[config.mk]
export PLATFORM = sky130hd
export DESIGN_NAME = count_sequencer_flat
export DESIGN_NICKNAME = d
export VERILOG_FILES = /design/src/rtl/count_sequencer_if.sv /design/src/rtl/count_sequencer.sv /design/src/flat_wrapper.sv
export SDC_FILE = /design/constraint.sdc
export NUM_CORES = 1
export LEC_CHECK = 0
export ABC_AREA = 0
export CAP_MARGIN = 25
export CORE_ASPECT_RATIO = 2
export CORE_MARGIN = 1
export CORE_UTILIZATION = 55
export DETAILED_ROUTE_END_ITERATION = 8
export PLACE_DENSITY_LB_ADDON = 0.08
export RECOVER_POWER = 25
export SLEW_MARGIN = 20
export SYNTH_ARGS = -nofsm -noshare
export SYNTH_HDL_FRONTEND = slang
export SYNTH_SLANG_ARGS = --single-unit
[constraint.sdc]
create_clock -name i_clk -period 4.6 [get_ports i_clk]
set_input_delay 0.46 -clock i_clk [delete_from_list [all_inputs] [get_ports i_clk]]
set_output_delay 0.46 -clock i_clk [all_outputs]
set_load 0.1 [all_outputs]
[src/rtl/count_sequencer_if.sv]
// Command channel for count_sequencer: valid/ready handshake plus the
// START-time configuration (target, mode, prescale).
interface count_sequencer_if #(
  parameter int unsigned WIDTH      = 8,
  parameter int unsigned PRESCALE_W = 4
);
  logic                  cmd_valid;
  logic                  cmd_ready;
  logic [1:0]            cmd_op;
  logic [WIDTH-1:0]      cmd_target;
  logic                  cmd_periodic;
  logic [PRESCALE_W-1:0] prescale;

  modport master (
    output cmd_valid,
    output cmd_op,
    output cmd_target,
    output cmd_periodic,
    output prescale,
    input  cmd_ready
  );

  modport slave (
    input  cmd_valid,
    input  cmd_op,
    input  cmd_target,
    input  cmd_periodic,
    input  prescale,
    output cmd_ready
  );
endinterface

[src/rtl/count_sequencer.sv]
// Command-driven sequencer for a prescaled, enable-gated up-counter.
// START/STOP/PAUSE/RESUME arrive over a valid/ready channel; completion is
// flagged when the count matches the programmed target (one-shot or periodic).
// Optional macro COUNT_SEQ_STICKY_IRQ_EN makes o_irq a sticky flag cleared by
// i_irq_clr; without it o_irq simply mirrors o_done.
module count_sequencer #(
  parameter int unsigned WIDTH      = 8,
  parameter int unsigned PRESCALE_W = 4
) (
  input  logic               i_clk,
  input  logic               i_reset_n,
  count_sequencer_if.slave   cmd,
  input  logic               i_irq_clr,
  output logic [WIDTH-1:0]   o_count,
  output logic [1:0]         o_state,
  output logic               o_busy,
  output logic               o_done,
  output logic               o_irq,
  output logic               o_err
);

  localparam logic [1:0] StIdle   = 2'b00;
  localparam logic [1:0] StRun    = 2'b01;
  localparam logic [1:0] StPaused = 2'b10;

  localparam logic [1:0] OpStart  = 2'b00;
  localparam logic [1:0] OpStop   = 2'b01;
  localparam logic [1:0] OpPause  = 2'b10;
  localparam logic [1:0] OpResume = 2'b11;

  logic [1:0]            state_q, state_d;
  logic [WIDTH-1:0]      count_q, count_d;
  logic [WIDTH-1:0]      target_q, target_d;
  logic [PRESCALE_W-1:0] presc_q, presc_d;
  logic [PRESCALE_W-1:0] prescale_q, prescale_d;
  logic                  periodic_q, periodic_d;
  logic                  done_q, done_d;
  logic                  err_q, err_d;
  logic                  ready_en_q;

  logic tick;
  logic match_tick;
  logic accept;

  assign tick       = (state_q == StRun) && (presc_q == prescale_q);
  // Ready drops only while the terminal tick is being applied, so a command
  // can never race the completion update.
  assign match_tick = tick && (count_q == target_q);
  assign cmd.cmd_ready = ready_en_q && !match_tick;
  assign accept     = cmd.cmd_valid && cmd.cmd_ready;

  // Next-state: free-running count/prescale first, then an accepted command overrides.
  always_comb begin
    state_d    = state_q;
    count_d    = count_q;
    target_d   = target_q;
    presc_d    = presc_q;
    prescale_d = prescale_q;
    periodic_d = periodic_q;
    done_d     = 1'b0;
    err_d      = 1'b0;

    if (state_q == StRun) begin
      if (tick) begin
        presc_d = '0;
        if (count_q == target_q) begin
          done_d = 1'b1;
          if (periodic_q) begin
            count_d = '0;
          end else begin
            state_d = StIdle;
          end
        end else begin
          count_d = count_q + 1'b1;
        end
      end else begin
        presc_d = presc_q + 1'b1;
      end
    end

    if (accept) begin
      case (cmd.cmd_op)
        OpStart: begin
          target_d   = cmd.cmd_target;
          periodic_d = cmd.cmd_periodic;
          prescale_d = cmd.prescale;
          count_d    = '0;
          presc_d    = '0;
          state_d    = StRun;
          done_d     = 1'b0;
        end
        OpStop: begin
          state_d = StIdle;
          presc_d = '0;
          count_d = count_q;
        end
        OpPause: begin
          if (state_q == StRun) begin
            // Freeze exactly where we are; a tick landing this cycle is dropped.
            state_d = StPaused;
            count_d = count_q;
            presc_d = presc_q;
          end else begin
            err_d = 1'b1;
          end
        end
        OpResume: begin
          if (state_q == StPaused) begin
            state_d = StRun;
          end else begin
            err_d = 1'b1;
          end
        end
        default: begin
          err_d = 1'b0;
        end
      endcase
    end
  end

  // State registers with synchronous active-low reset.
  always_ff @(posedge i_clk) begin
    if (!i_reset_n) begin
      state_q    <= StIdle;
      count_q    <= '0;
      target_q   <= '0;
      presc_q    <= '0;
      prescale_q <= '0;
      periodic_q <= 1'b0;
      done_q     <= 1'b0;
      err_q      <= 1'b0;
      ready_en_q <= 1'b0;
    end else begin
      state_q    <= state_d;
      count_q    <= count_d;
      target_q   <= target_d;
      presc_q    <= presc_d;
      prescale_q <= prescale_d;
      periodic_q <= periodic_d;
      done_q     <= done_d;
      err_q      <= err_d;
      ready_en_q <= 1'b1;
    end
  end

  assign o_count = count_q;
  assign o_state = state_q;
  assign o_busy  = (state_q != StIdle);
  assign o_done  = done_q;
  assign o_err   = err_q;

`ifdef COUNT_SEQ_STICKY_IRQ_EN
  logic irq_q;

  // Sticky irq: set by a done pulse, cleared by i_irq_clr; a set in the clear cycle wins.
  always_ff @(posedge i_clk) begin
    if (!i_reset_n) begin
      irq_q <= 1'b0;
    end else begin
      irq_q <= done_q | (irq_q & ~i_irq_clr);
    end
  end

  // OR in done_q so irq is visible in the same cycle as the done pulse.
  assign o_irq = irq_q | done_q;
`else
  logic unused_irq_clr;
  assign unused_irq_clr = i_irq_clr;
  assign o_irq = done_q;
`endif

endmodule
[src/flat_wrapper.sv]
// flat-port wrapper written by rule: the top's interface ports become plain ports
module count_sequencer_flat 
#(
  parameter int unsigned WIDTH      = 8,
  parameter int unsigned PRESCALE_W = 4
)
  (i_clk, i_reset_n, i_irq_clr, o_count, o_state, o_busy, o_done, o_irq, o_err, cmd_cmd_valid, cmd_cmd_op, cmd_cmd_target, cmd_cmd_periodic, cmd_prescale, cmd_cmd_ready);
  count_sequencer_if #(.WIDTH(WIDTH), .PRESCALE_W(PRESCALE_W)) cmd_i ();
  input  logic i_clk;
  input  logic i_reset_n;
  input  logic i_irq_clr;
  output logic [WIDTH-1:0] o_count;
  output logic [1:0] o_state;
  output logic o_busy;
  output logic o_done;
  output logic o_irq;
  output logic o_err;
  input wire logic [$bits(cmd_i.cmd_valid)-1:0] cmd_cmd_valid;
  input wire logic [$bits(cmd_i.cmd_op)-1:0] cmd_cmd_op;
  input wire logic [$bits(cmd_i.cmd_target)-1:0] cmd_cmd_target;
  input wire logic [$bits(cmd_i.cmd_periodic)-1:0] cmd_cmd_periodic;
  input wire logic [$bits(cmd_i.prescale)-1:0] cmd_prescale;
  output wire logic [$bits(cmd_i.cmd_ready)-1:0] cmd_cmd_ready;
  assign cmd_i.cmd_valid = cmd_cmd_valid;
  assign cmd_i.cmd_op = cmd_cmd_op;
  assign cmd_i.cmd_target = cmd_cmd_target;
  assign cmd_i.cmd_periodic = cmd_cmd_periodic;
  assign cmd_i.prescale = cmd_prescale;
  assign cmd_cmd_ready = cmd_i.cmd_ready;
  count_sequencer #(.WIDTH(WIDTH), .PRESCALE_W(PRESCALE_W)) u_core (.i_clk(i_clk), .i_reset_n(i_reset_n), .cmd(cmd_i), .i_irq_clr(i_irq_clr), .o_count(o_count), .o_state(o_state), .o_busy(o_busy), .o_done(o_done), .o_irq(o_irq), .o_err(o_err));
endmodule
==> results.cfg <==
[global_routing]
grtUsageMet2_pct = 47.7
grt-busiest-layer = met2
grt_start_max_net_pins = 24
grt_pass1_vias = 1453
grt_pass1_wl_um = 6380
antenna_found_initial = 0
grt.met3_usage_pct = 4.97
use_met1_pct = 30.3
grt_usage_pct = 28.3
overflow = 0

[clocking]
htreeDepth = 2
cts_root_buf = clkbuf_8
cts_tree = done
ctsHoldBuffers = 0
clock-sinks = 30
post_cts_resize_count = 0
clk_latency_ns = 0.29
cts_buffers = 5
cts.path.max_buffers = 2
postCtsSetupRepairBufs = 0
clk_pin_slew_ns = 0.06

[sta]
slew_headroom_pct = 34.7
fin_skew_ns = 0.00276
tightest_slew_ns = 0.967
drv_slew = 0
period_needed_ns = 3.44
finalHoldViolCount = 0
period_share_pct = 74.8
grt_setup_unrepaired = false
setup-violations-final = 0
timing.fmax_mhz = 290
setup_tns_ns = 0

[worst_setup_path]
end_kind = output port
crit_path_max_fanout = 9
worstSetupStartpointType = register
critical_path_class = register to output port
arrival_ns = 2.98
worstPathRequired_ns = 4.14

[min_path]
holdCritPathClass = register to register

[finish]
antenna_cells = 0
area_growth_pct = 24.7
drive_gt1_share_pct = 5.95
stdcell_count = 282
final_core_util_pct = 71.1
fin_nets = 272

[detailed_routing]
firstDrtPassIters = 4
drt_iter0_drc = 48
vias_per_cell = 5.89
drc = 0
drt_wl_total_um = 4130
wl_per_cell_um = 14.7
antenna_left = 0
vias = 1662

[die]
die_area_um2 = 3290
die_y_um = 80.1
die_w_um = 41.1
core-area_um2 = 2940
io_pins = 34
rows = 28
initial_utilization_pct = 57.1

[pwr]
clkPwrFrac_pct = 42.8
powerDensity_nw_per_um2 = 294
seqPwrFrac_pct = 43.7
swShare_pct = 26.4
intPower_mw = 0.452
peakVddDrop_v = 0.000392
p_sw_mw = 0.162
power_mw = 0.614
comb_power_share_pct = 13.5
power.leakage_nw = 0.696

[logic_synthesis]
yosys-top-cells-area = dfxtp_1 36%, nand2_1 11%, a21oi_1 8.9%
synth_edf_count = 0
synth_top_cell_area_share_pct = 35.8
synthCells = 219
ys_warn_count = 0
postSynth.asyncResetShare_pct = 0
synth_nets = 240
ys_seq_area_share_pct = 35.8
synthDistinctLibCells = 41
yosysTopAreaCell = dfxtp_1
synth_ff_type = dfxtp_1
yosys_register_bits = 30
postSynthAreaPerCell_um2 = 7.67
synth_area_um2 = 1680

[placement]
dp_cells = 274
place_congestion = 0.851
place_hpwl_um = 3020
portBuffers = 32

[status]
status = complete, no violations

[job]
cap_violations = 0
-- cell usage in the layout (no fill, tap or decap), types with 4 or more instances in the layout --
master / count
dfxtp_1: 30
o21a_1: 5
xnor2_1: 13
nor2b_1: 6
and2_1: 4
o21ai_0: 15
nand3_1: 7
a21oi_1: 30
nand2_1: 48
nor2_1: 13
dlygate4sd3_1: 4
clkbuf_8: 5
clkdlybuf4s50_1: 28
-- worst paths after layout --
check,startpoint,end,slack [ns],cells after the start
worst max-delay path,u_core.o_count[4]$_SDFFE_PN0P_,cmd_cmd_ready,1.16,6
worst min-delay path,u_core.prescale_q[3]$_SDFFE_PN0P_,u_core.prescale_q[3]$_SDFFE_PN0P_,0.47,2
worst max register to register,u_core.o_count[4]$_SDFFE_PN0P_,u_core.o_count[1]$_SDFFE_PN0P_,1.91,6
worst min register to register,u_core.prescale_q[3]$_SDFFE_PN0P_,u_core.prescale_q[3]$_SDFFE_PN0P_,0.47,2
-- critical path, cell delays in order (launching register included) --
cell             delay [ns]
dfxtp_1                0.51
xnor2_1                0.19
nand4_1                0.22
nor2_1                 0.45
nand2_1                0.17
and2_1                 0.19
clkdlybuf4s50_1        0.96
-- synth_stat cells (all sizes together) (2+ instances only) --
master,count
or4,3
nor2,13
or2,2
and2,4
o21ai,15
and4,3
nor3,3
nand2,48
o21a,5
xnor2,14
buf,6
inv,3
clkbuf,2
ha,2
a2111oi,2
dfxtp,30
nand3,7
nor2b,6
nand4,3
a211oi,2
nand2b,2
a21oi,31
-- routing by layer --
layer	vias up	share of wire (%)
met2	47	56
li1	834	-
met1	774	40
met4	0	1.9
met3	7	2.4
met5	-	0
-- layout make-up --
class	count	area, um2
multi-input cells	178	1010
fillers	262	850
flip-flops and latches	30	601
repair buffers	33	328
clock buffers	5	68.8
clock inverters	3	40.0
well taps	30	37.5
inverters	3	11.3
-- power by group through the flow --
stage / registers (mW) / clock network, mW / logic, mW
finish: 0.268 / 0.263 / 0.0830
global route: 0.269 / 0.273 / 0.0895
CTS: 0.268 / 0.266 / 0.0853
detailed placement: 0.274 / 0 / 0.0848
global placement: 0.274 / 0 / 0.0849
floorplan: 0.282 / 0 / 0.0461
-- cells by family (layout without fill, tap and decap cells) --
kind of cell,Yosys count,after routing,synth area share [%]
muxes,2,2,1.27
adders and majority gates,2,2,1.49
and+or+nand+nor,98,98,27.5
DFF,30,30,35.8
xor gates and xnor gates,15,15,8.27
buffers and inverters,11,44,3.13
AOI/OAI and AO/OA,61,61,22.6
-- registers in the layout (all words and copies together) (netlist names), named ones only --
name and flops:
u_core.ready_en_q 1, u_core.o_done 1, u_core.o_err 1, u_core.prescale_q 4
u_core.periodic_q 1, u_core.o_count 8, u_core.presc_q 4, u_core.target_q 8
u_core.o_state 1
-- per-stage QoR --
stage / setup WS, ns / hold slack, ns / instance area, um2
after floorplan: 1.62 / 0.448 / 1680
after global placement: 1.45 / 0.458 / 2000
after detailed placement: 1.42 / 0.461 / 2000
after CTS: 1.09 / 0.471 / 2110
after global routing: 0.999 / 0.492 / 2090
final: 1.16 / 0.474 / 2090
(Power assumes the default switching activity.)
